**config.mk**
```make
export PLATFORM = sky130hd
export DESIGN_NAME = truth_table_sweeper
export DESIGN_NICKNAME = d
export VERILOG_FILES = /design/src/rtl/tts_pkg.sv /design/src/rtl/tts_settle_timer.sv /design/src/rtl/truth_table_sweeper.sv
export SDC_FILE = /design/constraint.sdc
export NUM_CORES = 1
export LEC_CHECK = 0
export ABC_AREA = 1
export CORE_MARGIN = 2
export CORE_UTILIZATION = 49
export CTS_CLUSTER_SIZE = 28
export DETAILED_ROUTE_END_ITERATION = 10
export HOLD_SLACK_MARGIN = 0.03
export PLACE_DENSITY = 0.88
export SETUP_SLACK_MARGIN = 0.05
export SYNTH_ARGS = -nofsm -noshare
export SYNTH_HDL_FRONTEND = slang
export SYNTH_SLANG_ARGS = --single-unit
```
**constraint.sdc**
```tcl
create_clock -name clk -period 1.6 [get_ports clk]
set_input_delay 0.16 -clock clk [delete_from_list [all_inputs] [get_ports clk]]
set_output_delay 0.16 -clock clk [all_outputs]
set_load 0.02 [all_outputs]
```
**src/rtl/tts_pkg.sv**
```systemverilog
// tts_pkg: shared state encoding and width helpers for the truth-table sweeper.
package tts_pkg;
  typedef enum logic [1:0] {IDLE, DRIVE, DONE} tts_state_e;
  function automatic int tbl_w(input int n);
    return 1 << n;
  endfunction
  function automatic int cnt_w(input int s);
    return (s <= 1) ? 1 : $clog2(s);
  endfunction
endpackage

```
**src/rtl/tts_settle_timer.sv**
```systemverilog
// tts_settle_timer: counts 0..SETTLE-1 while enabled and flags the sample cycle.
module tts_settle_timer
  import tts_pkg::*;
#(
  parameter int SETTLE = 2
) (
  input  logic clk,
  input  logic rst,
  input  logic clear,
  input  logic en,
  output logic tick
);
  localparam int CW = cnt_w(SETTLE);
  logic [CW-1:0] cnt;
  assign tick = en && (cnt == CW'(SETTLE - 1));
  always_ff @(posedge clk) begin
    if (rst || clear) cnt <= '0;
    else if (en) cnt <= tick ? '0 : cnt + 1'b1;
  end
endmodule

```
**src/rtl/truth_table_sweeper.sv**
```systemverilog
// truth_table_sweeper: drives all input vectors and captures f_in into a truth table.
// Define TTS_MINTERM_COUNT_EN to add the ones_count minterm counter.
module truth_table_sweeper
  import tts_pkg::*;
#(
  parameter int N_IN   = 4,
  parameter int SETTLE = 2
) (
  input  logic                     clk,
  input  logic                     rst,
  input  logic                     start,
  input  logic                     f_in,
  output logic [N_IN-1:0]          stim,
  output logic                     busy,
  output logic                     done,
`ifdef TTS_MINTERM_COUNT_EN
  output logic [N_IN:0]            ones_count,
`endif
  output logic [tbl_w(N_IN)-1:0]   truth_table
);
  tts_state_e state;
  logic       tick;
  logic       start_ok;
  assign start_ok = start && (state != DRIVE);
  assign busy     = (state == DRIVE);
  assign done     = (state == DONE);
  tts_settle_timer #(.SETTLE(SETTLE)) u_timer (
    .clk  (clk),
    .rst  (rst),
    .clear(start_ok),
    .en   (busy),
    .tick (tick)
  );
  always_ff @(posedge clk) begin
    if (rst) begin
      state       <= IDLE;
      stim        <= '0;
      truth_table <= '0;
    end else if (start_ok) begin
      state       <= DRIVE;
      stim        <= '0;
      truth_table <= '0;
    end else if (busy && tick) begin
      truth_table[stim] <= f_in;
      state             <= (stim == '1) ? DONE : DRIVE;
      stim              <= (stim == '1) ? stim : stim + 1'b1;
    end else if (state == DONE) begin
      state <= IDLE;
    end
  end
`ifdef TTS_MINTERM_COUNT_EN
  always_ff @(posedge clk) begin
    if (rst || start_ok) ones_count <= '0;
    else if (busy && tick) ones_count <= ones_count + (N_IN + 1)'(f_in);
  end
`endif
endmodule

```
Word-level counts from Yosys, hierarchy flattened

Cells that the tools add are included.
W data, S select, Z words.

$add $sub $neg: 2
Muxes and demuxes: 8
Magnitude comparators: 2
Equal/unequal tests: 4
Reduce and logical (&&, ||, !) cells: 9
Bitwise operators: 1

Operator list:

| kind                  | number |
|---|---|
| $bwmux W16            | 1 |
| $mux W2               | 3 |
| $lt A4 B5 Y1 const B  | 1 |
| $add A4 B1 Y4 const B | 1 |
| $demux W1 S4          | 1 |
| $eq A4 B4 Y1 const B  | 1 |
| $ge A4 B1 Y1 const B  | 1 |
| $logic_and A1 B1 Y1   | 4 |
| $mux W1               | 3 |
| $reduce_bool A3 Y1    | 1 |
| $eq A2 B1 Y1 const B  | 1 |
| $eq A2 B2 Y1 const B  | 1 |
| $ne A2 B1 Y1 const B  | 1 |
| $reduce_and A2 Y1     | 1 |
| $reduce_bool A2 Y1    | 1 |
| $reduce_or A2 Y1      | 1 |
| $add A1 B1 Y1 const B | 1 |
| $logic_or A1 B1 Y1    | 1 |
| $not A1 Y1            | 1 |

Word-level logic and storage cells: 31
Input bits: 4
Bits in registers: 23

Logic depth before layout (Yosys ltp)

Gate-level depths: netlist (run 1).

Depth after elaboration: 5
Depth in mapped cells: 7
Depth with buffers taken out: 7

Modules after synthesis

Synthesis (run 1) repeated with hierarchy kept, for this count alone.

Cell total of the unflattened synthesis: 177
Area total of the unflattened synthesis: 1142.3 sq um

By module, submodules not included:

| module              | area an instance (sq um) | cells each | seq. area each (sq um) | instances |
|---|---|---|---|---|
| truth_table_sweeper | 1097.3                   | 170        | 440.4                  | 1 |
| tts_settle_timer    | 45.0                     | 7          | 20.0                   | 1 |

Worst setup path before layout (run 1)

Ideal clock, no wire load.

Kind: reg-to-reg
Start point: register stim[1]
End point: register stim[0]
Cell stages (with the launch flop): 7
Arrival time: 1275 ps
Path slack: 207 ps
Path buffers: 0
Library setup time: 118 ps
Cell sequence: dfxtp_1 -> ha_1 -> inv_1 -> nor2_1 -> nor2_1 -> o21ai_0 -> nor2_1

Cells in the longest elaborated chain, start to end: 3

RTL lines:

| what                               | RTL line                  | source |
|---|---|---|
| start: declaration                 | truth_table_sweeper.sv:13 | `output logic [N_IN-1:0] stim,` |
| start signal: assignment           | truth_table_sweeper.sv:46 | `stim <= (stim == '1) ? stim : stim + 1'b1;` |
| $eq A4 B4 Y1                       | truth_table_sweeper.sv:46 |  |
| $not A1 Y1 (no source line)        | --                        |  |
| $reduce_and A2 Y1 (no source line) | --                        |  |

No other way between the ends.
A chain may end at the register's enable or synchronous reset.

Final worst setup path (run 1)

Start point: register state[1]
End point: output done

Cells in the longest elaborated chain, start to end: 1

RTL lines:

| what                     | RTL line                  | source |
|---|---|---|
| start: declaration       | truth_table_sweeper.sv:21 | `tts_state_e state;` |
| start signal: assignment | truth_table_sweeper.sv:45 | `state <= (stim == '1) ? DONE : DRIVE;` |
| $eq A2 B2 Y1             | truth_table_sweeper.sv:26 | `assign done = (state == DONE);` |
| end: declaration         | truth_table_sweeper.sv:15 | `output logic done,` |

No other way between the ends.

==> impl_results.md, run 1 <==
* Run status: finished, final reports clean
* Synth top cells by count: sky130_fd_sc_hd__nor2_1 (49), sky130_fd_sc_hd__nand2_1 (47), sky130_fd_sc_hd__dfxtp_1 (23)
* Worst VDD drop at roughly 0.52 mV
* CP Class: register to output pin
* IO Count at 26
* DRC Markers at 0
* Most common cell in the netlist: sky130_fd_sc_hd__nor2_1
* Maximum fanout count along the critical path at 3
* Final standard cell count with taps included and fillers excluded at 224
* Sum of negative setup slack at 0 ps
* Count of cell types in the netlist at 20
* Placed Cells at between 200 and 250
* DRT Pass-1 Iters at 4
* Buffer depth of the longest clock path at 2
* Clock sink count at 23
* Post-route clock period utilization at 91.0%
* Maximum number of pins on one net before global-route repair at 18
* Average via count per standard cell at just under 5
* Clk_lat worst skew at 320 ps
* Actual slew at the worst max-slew pin at 392 ps
* Number of standard cells after synthesis at 170
* Sequence of cells on the critical path: inv_1 -> nor2_1 -> dlygate4sd2_1
* DIE HEIGHT at 52.6 um
* Total die area at 0.00277 mm^2
* Yosys warning total at 0
* Mapped Area at around 0.0012 mm^2
* Startpoint of the worst hold path: truth_table[11]$_SDFFE_PP0P_
* Final hold vios at 0
* Total Routed Length at 2510 um
* Slowest library cell on the worst path: sky130_fd_sc_hd__dfxtp_1
* Class of the worst hold path: register to register
* Longest individual stage delay on the worst path at 420 ps
* Setup Buffers After CTS at 0
* Area leader, netlist: sky130_fd_sc_hd__dfxtp_1
* Total nets after synthesis at between 150 and 200
* Mean Syn Cell Area at 6.81 um^2
* Wire length of the first global-routing pass at 4340 um
* Category of the worst setup path capture point: output pin
* Startpoint of the worst register-to-register path: state[0]$_SDFFE_PP0P_
* Period minus WS final at 1460 ps
* Final routed wire length divided by cell count at 11.2 um
* H-tree depth reported by CTS at 1
* Setup clock skew after layout at 4.28 ps
* Top_reg_cell synth: sky130_fd_sc_hd__dfxtp_1
* Number of violations reported at the end of detailed-routing iteration 0 at 17
* Proportion of synthesized chip area in sequential cells at approximately 40%
* Worst endpoint data arrival time at about 1300 ps
* Area fraction of the dominant cell type after synthesis at 39.8%
* Final setup violation count at 0
* Largest cells by area after synthesis: sky130_fd_sc_hd__dfxtp_1 (40%), sky130_fd_sc_hd__nor2_1 (16%), sky130_fd_sc_hd__nand2_1 (15%)
* Hold-fix buffer count after cts at 0
* Critical path launch point: state[1]$_SDFFE_PP0P_
* Post-synthesis to final-layout area growth at 24.1%
* Max-cap violations at 0
* Post-route ant nets at 0
* Yosys reg bits at 23
* Vias post-DR at 1,085
* Max Freq at between 600 and 700 MHz
* Final estimated routing congestion in global placement at 0.950
* Via count of the first global-routing pass at between 1,000 and 1,500
* Root Driver: sky130_fd_sc_hd__clkbuf_4
* Proportion of layout cells with a drive suffix above 1 at 9.18%
* Global router's overall resource usage at 21.2%
* TritonCTS buffer count at 3
* Startpoint class of the critical path: register
* Unrepaired setup endpoints after global routing: false
* Pleak at 0.543 nW
* Core region area at 0.00223 mm^2
* Estimated wirelength of the detail-placed design at about 1900 um
* Remaining global-route overflow at 0
* Slew Limit Fails at 0
* Antenna fix cells at 0
* DIE WIDTH at 52.6 um
* Starting density of the core at 51.8%
* Async set-reset flop share out of synthesis at 0%
* Data required time of the critical path at 1440 ps
* Sequential cell area in the final layout at roughly 460 um^2
* Initial antenna violation count at 0
* Worst max-slew margin expressed relative to the limit at 73.8%
* EDFF count, synth at 0
* Port Buffer Count at 25
* Nets@finish at 205
* Number of inserted filler cells in the final layout at roughly 220
* Clock tree from TritonCTS: built
* Post-CTS clock slew at the launch and capture registers of the worst setup and hold paths at 120 ps
* Area of combinational cells with multiple inputs at 621 um^2
* # rows at 17
* Power density normalized to cell area at between 600 and 700 mW/mm^2
-- worst max-delay path, delay by kind of cell (launching register included) --
kind	cells	cell delay [ps]
simple gates	1	120
buf+inv	2	440
flops	1	420
-- timing repair --
item / in CTS / in global routing
endpoints found under the setup margin: 6 / 3
resized for setup: 6 / 3
gates cloned: 0 / 0
-- cells in the final DEF (no fill, tap or decap) --
| cell type | n |
|---|---|
| sky130_fd_sc_hd__ha_1 | 3 |
| sky130_fd_sc_hd__buf_4 | 1 |
| sky130_fd_sc_hd__ha_2 | 1 |
| sky130_fd_sc_hd__nor2_2 | 6 |
| sky130_fd_sc_hd__a21oi_1 | 4 |
| sky130_fd_sc_hd__clkbuf_4 | 3 |
| sky130_fd_sc_hd__dlygate4sd2_1 | 6 |
| sky130_fd_sc_hd__and2_1 | 1 |
| sky130_fd_sc_hd__nor2_4 | 2 |
| sky130_fd_sc_hd__clkdlybuf4s50_1 | 19 |
| sky130_fd_sc_hd__dfxtp_2 | 2 |
| sky130_fd_sc_hd__nor3_1 | 5 |
| sky130_fd_sc_hd__nor3b_1 | 1 |
| sky130_fd_sc_hd__nand3_2 | 1 |
| sky130_fd_sc_hd__nand2_1 | 47 |
| sky130_fd_sc_hd__inv_1 | 10 |
| sky130_fd_sc_hd__clkbuf_1 | 1 |
| sky130_fd_sc_hd__nor2_8 | 1 |
| sky130_fd_sc_hd__o21bai_1 | 1 |
| sky130_fd_sc_hd__nand3_1 | 1 |
| sky130_fd_sc_hd__nand4_1 | 1 |
| sky130_fd_sc_hd__inv_2 | 1 |
| sky130_fd_sc_hd__nor2_1 | 49 |
| sky130_fd_sc_hd__dfxtp_1 | 21 |
| sky130_fd_sc_hd__o21ai_0 | 8 |
-- logic make-up (layout without fill, tap and decap cells) --
logic type                 after synthesis  in the layout  synth area share (%)
DFF                                     23             23                  39.8
and+or+nand+nor                        115            115                  43.2
AOI/OAI and AO/OA                       13             13                  5.84
buffers and inverters                   15             41                  6.81
adders and majority gates                4              4                  4.32
-- worst paths after layout --
path	end	slack, ps	cells past startpoint
worst max-delay path	done	140	3
worst min-delay path	truth_table[11]$_SDFFE_PP0P_	490	2
worst max register to register	stim[1]$_SDFFE_PP0P_	180	4
worst min register to register	truth_table[11]$_SDFFE_PP0P_	490	2
-- registers in the layout (all words and copies together) (netlist names) --
name and count:
truth_table 16, stim 4, state 2, u_timer.cnt 1
-- power by group --
group | internal [mW] | switching (mW) | total (mW)
Clock | 0.0976 | 0.177 | 0.275
Sequential | 0.579 | 0.00658 | 0.585
Combinational | 0.0313 | 0.0590 | 0.0903
-- final cells by class --
type	count	share of cell area [%]
Multi-Input combinational cell	132	43.2
Tap cell	28	2.44
Timing Repair Buffer	26	17.4
Sequential cell	23	32.2
Inverter	11	2.87
Clock buffer	4	1.83
-- through the flow --
stage	cell area [um^2]	hold slack [ps]	power [mW]	util, %	setup slack [ps]
detailed placement	1410	473	0.690	63.2	162
floorplan	1160	229	0.665	-	207
global placement	1410	465	0.686	63.2	256
global route	1440	515	0.981	64.3	53.4
CTS	1430	494	0.956	64.1	135
finish	1440	491	0.950	64.3	144
-- layer usage --
metal / GRT usage (%) / up-vias / wire length (um)
met5: 0 / - / 0
met4: 8.97 / 0 / 44
met3: 4.00 / 5 / 139
met2: 38.3 / 32 / 1280
met1: 24.1 / 470 / 1040
li1: - / 578 / -
Note: power is estimated with default switching activity, not from simulation.
==> run 2, diff against run 1 <==
- CORE_UTILIZATION: 49 -> 52
- PLACE_DENSITY: 0.88 -> 0.92
- clock period: 1.6 -> 1.7 ns (I/O delays scaled with it)
==> impl_results.md, run 2 (same netlist as run 1, synthesis figures left out) <==
* Run status: finished, final reports clean
* Final setup violation count at 0
* Clock sink count at 23
* Longest individual stage delay on the worst path at 630 ps
* Area of combinational cells with multiple inputs at 621 um^2
* Top reg by flops: truth_table
* Starting density of the core at 53.9%
* Flop2flop setup slack at 180 ps
* # rows at 17
* Class of the worst hold path: register to register
* Power density normalized to cell area at 617 mW/mm^2
* Max-cap violations at 0
* Total die area at 0.00262 mm^2
* DIE WIDTH at 51.2 um
* Root Driver: sky130_fd_sc_hd__clkbuf_4
* Clock tree from TritonCTS: built
* Category of the worst setup path capture point: output pin
* Total length of routed met2 wires at about 1200 um
* Switch Pwr at 0.228 mW
* H-tree depth reported by CTS at 1
* Top Metal Used: met4
* Max Freq at 648 MHz
* Wire length of the first global-routing pass at 4220 um
* DRT Pass-1 Iters at 4
* Maximum number of pins on one net before global-route repair at 18
* Met1 Routed Length at 1010 um
* IO Count at 26
* Core region area at about 0.0021 mm^2
* Hold-fix buffer count after cts at 0
* Switching portion of total power at 25.5%
* Slew Limit Fails at 0
* Placed Cells at 220
* Most frequent cells in the layout: sky130_fd_sc_hd__nor2_1 (49), sky130_fd_sc_hd__nand2_1 (47), sky130_fd_sc_hd__clkdlybuf4s50_1 (21), sky130_fd_sc_hd__dfxtp_1 (20), sky130_fd_sc_hd__inv_1 (10)
* Area of all placed cells without fillers at 0.00145 mm^2
* Maximum fanout count along the critical path at 8
* Vias post-DR at 1,091
* Relative contribution of combinational cells to total power at 9.4%
* Unrepaired setup endpoints after global routing: false
* Clock share of power at 28.9%
* TritonCTS buffer count at 3
* Initial antenna violation count at 0
* Post-synthesis to final-layout area growth at 25.1%
* Remaining global-route overflow at 0
* Average via count per standard cell at 4.87
* Sum of negative setup slack at 0 ps
* Registers with the most flip-flops: truth_table (16), stim (4), state (2)
* DIE HEIGHT at 51.2 um
* Most common cell after layout, fill and taps aside: sky130_fd_sc_hd__nor2_1
* Power Internal at about 0.67 mW
* DRC Markers at 0
* Period minus WS final at 1540 ps
* Clk_lat worst skew at 310 ps
* Slowest library cell on the worst path: sky130_fd_sc_hd__clkdlybuf4s50_1
* Post-route ant nets at 0
* Flip-flop count of the largest register after layout at 16
* Startpoint class of the critical path: register
* Pleak at 0.562 nW
* Sequence of cells on the critical path: clkdlybuf4s50_1
* Worst path buffer plus inverter count at 1
* CP Class: register to output pin
* Number of inserted filler cells in the final layout at a little under 200
* Worst endpoint data arrival time at about 1400 ps
* Worst VDD drop at roughly 0.42 mV
* Total Routed Length at 2390 um
* Proportion of layout cells with a drive suffix above 1 at 9.69%
* Final hold vios at 0
* Final estimated routing congestion in global placement at 0.922
* Post-CTS clock slew at the launch and capture registers of the worst setup and hold paths at between 100 and 150 ps
* Port Buffer Count at 25
* Final routed wire length divided by cell count at 10.7 um
* Nets@finish at 205
* Number of violations reported at the end of detailed-routing iteration 0 at 41
* Sequential cell area in the final layout at 464 um^2
* Actual slew at the worst max-slew pin at 437 ps
* Post-route clock period utilization at 90.7%
* Estimated wirelength of the detail-placed design at 1790 um
* Final standard cell count with taps included and fillers excluded at between 200 and 250
* Antenna fix cells at 0
* Top Family by Delay on Critical Path: buffers and inverters
* Met3 wirelength from detailed routing at ~110 um
* Data required time of the critical path at 1530 ps
* Flop pwr share at 61.7%
* Via count of the first global-routing pass at 1,032
* Post-placement cell area at ~0.0014 mm^2
* Buffer depth of the longest clock path at 2
* Worst max-slew margin expressed relative to the limit at 70.8%
* Global router's overall resource usage at between 20% and 30%
* Setup clock skew after layout at 2.14 ps
-- run 2: final timing paths --
path | start | endpoint | cells past startpoint
max | stim[2]$_SDFFE_PP0P_ | stim[2] | 1
min | truth_table[9]$_SDFFE_PP0P_ | truth_table[9]$_SDFFE_PP0P_ | 2
max reg2reg | stim[1]$_SDFFE_PP0P_ | stim[0]$_SDFFE_PP0P_ | 6
min reg2reg | truth_table[9]$_SDFFE_PP0P_ | truth_table[9]$_SDFFE_PP0P_ | 2
-- run 2: area by class of cell --
| cell class | count | share of cell area (%) |
|---|---|---|
| Multi-Input combinational cell | 132 | 42.9 |
| Sequential cell | 23 | 32.1 |
| Timing Repair Buffer | 26 | 18.0 |
| Inverter | 11 | 2.85 |
| Tap cell | 28 | 2.42 |
| Clock buffer | 4 | 1.82 |
-- run 2: routing by layer --
metal,vias to the layer above,track usage (%)
met3,5,3.80
met2,26,38.1
met5,-,0
met1,487,23.9
met4,0,10.4
li1,573,-
-- run 2: repair_timing --
item / 4_1_cts / 5_1_grt
buffers inserted: 0 / 0
gates resized for setup: 3 / 5
pin swaps: 0 / 0
endpoints found under the setup margin: 3 / 5
-- run 2: worst register-to-register path, stage by stage, from the launching register on --
cell and delay [ps]:
sky130_fd_sc_hd__dfxtp_1 470, sky130_fd_sc_hd__ha_2 290, sky130_fd_sc_hd__inv_1 70, sky130_fd_sc_hd__nor2_1 210, sky130_fd_sc_hd__nor2_1 120, sky130_fd_sc_hd__o21ai_0 210, sky130_fd_sc_hd__nor2_1 70
-- run 2: metrics by stage --
step / hold WS [ps] / power [mW] / setup WS, ps / util (%)
global placement: 463 / 0.647 / 335 / 65.8
CTS: 492 / 0.900 / 72.8 / 66.9
global route: 519 / 0.921 / 93.8 / 67.4
finish: 490 / 0.894 / 158 / 67.4
floorplan: 239 / 0.626 / 307 / -
detailed placement: 469 / 0.649 / 191 / 65.8
-- run 2: power by group through the flow --
stage	Combinational, mW	Clock (mW)	Sequential (mW)
after floorplan	0.0628	0	0.563
after global placement	0.0846	0	0.562
after detailed placement	0.0863	0	0.563
after CTS	0.0849	0.264	0.551
after global routing	0.0941	0.275	0.552
final	0.0841	0.259	0.551
==> RTL change 1, RTL diff (settings of run 1) <==
The option `TTS_MINTERM_COUNT_EN` is turned on by a define.
--- a/src/rtl/truth_table_sweeper.sv
+++ b/src/rtl/truth_table_sweeper.sv
@@ -1,4 +1,6 @@
 // truth_table_sweeper: drives all input vectors and captures f_in into a truth table.
 // Define TTS_MINTERM_COUNT_EN to add the ones_count minterm counter.
+`define TTS_MINTERM_COUNT_EN
+
 module truth_table_sweeper
   import tts_pkg::*;
Behaviour (old outputs only; new: ones_count): unchanged (Yosys induction, for registers that start in step).
==> RTL change 1 against run 1 <==
  * Sequential cell count grew 5
  * Power up 35%
  * Wire length rose by 12%
  * Synthesized cell count is 20% higher
  * Worst setup slack worse by 0.028 ns
  * Combinational power up 16%
  * Area after synthesis up 18%
  * Final area rose by 23%
  * Critical path type unchanged
==> RTL change 1: results <==
metrics = {
    "placement": {
        "dp_cells": 264,
        "dpl_cell_area_sq_mm": 0.00172,
        "place.gp.congestion": 0.822,
        "dp_worst_setup_slack_ns": 0.128,
        "dpl.hpwl_mm": 2.07,
    },
    "clocking": {
        "cts_resized": 9,
    },
    "synth": {
        "synthTopCellsByArea": "dfxtp_1 (41%), nor2_1 (17%), nand2_1 (15%)",
        "synth_fa_ha_area_share_pct": 6.40,
        "synth_commonest_cells": "nor2_1 (62), nand2_1 (53), dfxtp_1 (28)",
        "syn_nets": 215,
        "synth_seq_area_share_pct": 41.0,
        "synthCells": 204,
    },
    "global_routing": {
        "grt_pass1_wl_mm": 4.98,
        "grt_pass1_vias": 1221,
        "grt_max_degree": 23,
        "grtUsageTotal_pct": 19.2,
    },
    "setup_path": {
        "cp_slowest_stage_delay_ns": 0.61,
        "cp_slowest_cell": "clkdlybuf4s50_1",
        "reg2reg_setup_slack_ns": 0.24,
    },
    "timing": {
        "skew_ns": 0.0120,
        "finalHoldWorstSlack_ns": 0.473,
        "relSlewSlack_pct": 75.3,
        "layout_min_cycle_time_ns": 1.48,
    },
    "routing": {
        "num_vias": 1320,
        "drt_iter0_drc": 34,
        "via_per_inst": 4.93,
    },
    "layout": {
        "reg.largest.list": "truth_table x16, ones_count x5, stim x4",
        "fin_nets": 249,
    },
    "outcome": {
        "status": "finished clean",
    },
    "power": {
        "leakagePower_nw": 0.749,
        "peakVddDrop_mv": 0.589,
    },
    "hold_path": {
        "hold_class": "in2reg",
    },
}
==> RTL change 1: cell count changes after synthesis, moves of 2 or more <==
cell / run 1 / this run
a21oi_1: 4 / 6
buf_4: 0 / 4
buf_6: 3 / 0
dfxtp_1: 23 / 28
ha_1: 4 / 7
inv_1: 10 / 13
nand2_1: 47 / 53
nand3_1: 1 / 6
nor2_1: 49 / 62
nor2_2: 6 / 1
nor3b_1: 1 / 3
==> RTL change 1: kinds of logic (layout without fill, tap and decap cells) <==
logic type                 Yosys count  in the layout
adders and majority gates            7              7
and+or+nand+nor                    134            134
AOI/OAI and AO/OA                   16             16
DFF                                 28             28
buffers and inverters               19             52
==> RTL change 1: cell type report <==
cell class | instances | area, sq um
Inverter | 13 | 48.8
Sequential cell | 28 | 564
Clock buffer | 3 | 22.5
Multi-Input combinational cell | 157 | 719
Clock inverter | 1 | 30.0
Fill cell | 244 | 940
Tap cell | 31 | 38.8
Timing Repair Buffer | 35 | 347
==> RTL change 1: final timing paths <==
check | start | to | depth (start not counted)
min reg2reg | truth_table[14] | truth_table[14] | 2
max | ones_count[4] | ones_count[4] | 1
min | rst | state[0] | 2
max reg2reg | stim[1] | stim[1] | 6
==> RTL change 1: power by group through the flow <==
stage / Clock (mW) / Sequential (mW) / Combinational [mW]
after floorplan: 0 / 0.726 / 0.0682
after global placement: 0 / 0.725 / 0.106
after detailed placement: 0 / 0.726 / 0.109
after CTS: 0.476 / 0.711 / 0.107
after global routing: 0.504 / 0.713 / 0.116
final: 0.466 / 0.711 / 0.105
==> RTL change 1: routing by layer <==
layer	track usage, %	wire (um)	part of all wire, %
met1	25.8	1340	48
met2	30.2	1310	47
met3	2.30	115	4.1
met4	9.63	48	1.7
met5	0	0	0
==> RTL change 2, RTL diff (flow settings as in run 1) <==
Without the edit above. Encoding of `tts_state_e`: now one-hot (3 bits for 3 states).
--- a/src/rtl/tts_pkg.sv
+++ b/src/rtl/tts_pkg.sv
@@ -1,5 +1,5 @@
 // tts_pkg: shared state encoding and width helpers for the truth-table sweeper.
 package tts_pkg;
-  typedef enum logic [1:0] {IDLE, DRIVE, DONE} tts_state_e;
+  typedef enum logic [2:0] {IDLE = 3'b001, DRIVE = 3'b010, DONE = 3'b100} tts_state_e;
   function automatic int tbl_w(input int n);
     return 1 << n;
Behaviour: same outputs for any inputs over 10 cycles, from zero or initial values and one cycle with rst high; not proved beyond that.
==> RTL change 2 against run 1 <==
  * Register-to-register slack gained 0.02 ns
  * Largest power group unchanged
  * Power is 18% higher
  * Sequential cell count is 1 higher
  * Worst setup slack got worse by 0.0018 ns
  * Clock power grew 61%
  * Wire length shrank 5.1%
  * Largest cell class unchanged
  * Area after synthesis rose by 6.4%
  * First-iteration DRC count is 59% lower
  * Final area rose by 6.8%
==> RTL change 2: results <==
metrics = {
    "outcome": {
        "status": "finished clean",
    },
    "setup_path": {
        "startpoint": "truth_table[15]",
        "endpoint": "truth_table[15]",
        "reg2reg_setup_slack_ns": 0.20,
        "worst-path-max-fanout": 2,
        "r2r-start": "state[1]",
        "cp_slowest_stage_delay_ns": 0.61,
        "reg2regPathDepth": 6,
    },
    "synth": {
        "synthTopCellsByArea": "dfxtp_1 (39%), nand2_1 (17%), nor2_1 (15%)",
        "synth_seq_area_share_pct": 39.0,
        "synthCells": 183,
        "synth_cell_types": 25,
        "syn_nets": 191,
        "synth_commonest_cells": "nand2_1 (56), nor2_1 (48), dfxtp_1 (24)",
    },
    "layout": {
        "drive_above_1_share_pct": 12.9,
        "reg.largest.list": "truth_table x16, stim x4, state x3",
        "fin_nets": 219,
        "n_fill_cell": 227,
    },
    "routing": {
        "routed-wl-met3_um": 91,
        "met1Wirelength_mm": 1.13,
        "via_per_inst": 4.70,
        "wl_per_cell_um": 9.92,
        "wl_mm": 2.38,
        "dr_wl_met2_mm": 1.11,
        "drt_iter0_drc": 7,
    },
    "clocking": {
        "clkSlewWorstSetupHoldPaths_ns": 0.14,
    },
    "placement": {
        "dp_cells": 236,
        "dp_worst_setup_slack_ns": 0.208,
        "dpl.hpwl_mm": 1.72,
    },
    "power": {
        "p_comb_mw": 0.0718,
        "p_clk_mw": 0.443,
        "leakagePower_nw": 0.603,
        "power_frac_comb_pct": 6.4,
        "p_int_mw": 0.882,
    },
    "global_routing": {
        "grtUsageTotal_pct": 19.2,
        "grt_max_degree": 20,
        "grt_pass1_vias": 1012,
    },
    "hold_path": {
        "whs_path_depth": 3,
        "hold_start": "rst",
        "hold_class": "in2reg",
    },
    "timing": {
        "finalHoldWorstSlack_ns": 0.454,
        "relSlewSlack_pct": 73.7,
        "skew_ns": 0.00849,
    },
}
## RTL change 2: worst register-to-register path: stages (launching register included)
cell     delay (ns)
dfxtp_1        0.39
buf_4          0.15
nand4_4        0.29
nor2_1         0.28
nand2_1        0.08
nand2_1        0.09
nor2_2         0.04
## RTL change 2: kinds of logic after synthesis
group,share of synthesized area (%)
simple gates,45.0
flops,39.0
buf+inv,8.84
compound gates,3.05
fa+ha+maj,4.07
## RTL change 2: what timing repair did
item,in CTS,in global routing
hold endpoints to repair,0,0
gates cloned,0,0
gates resized for setup,8,5
endpoints found under the setup margin,6,2
## RTL change 2: area by class of cell
type	count	area, sq um	area share [%]
Sequential cell	24	483	31.5
Clock buffer	3	22.5	1.47
Timing Repair Buffer	28	258	16.8
Clock inverter	1	30.0	1.96
Multi-Input combinational cell	139	642	41.8
Inverter	15	61.3	4.00
Tap cell	30	37.5	2.45
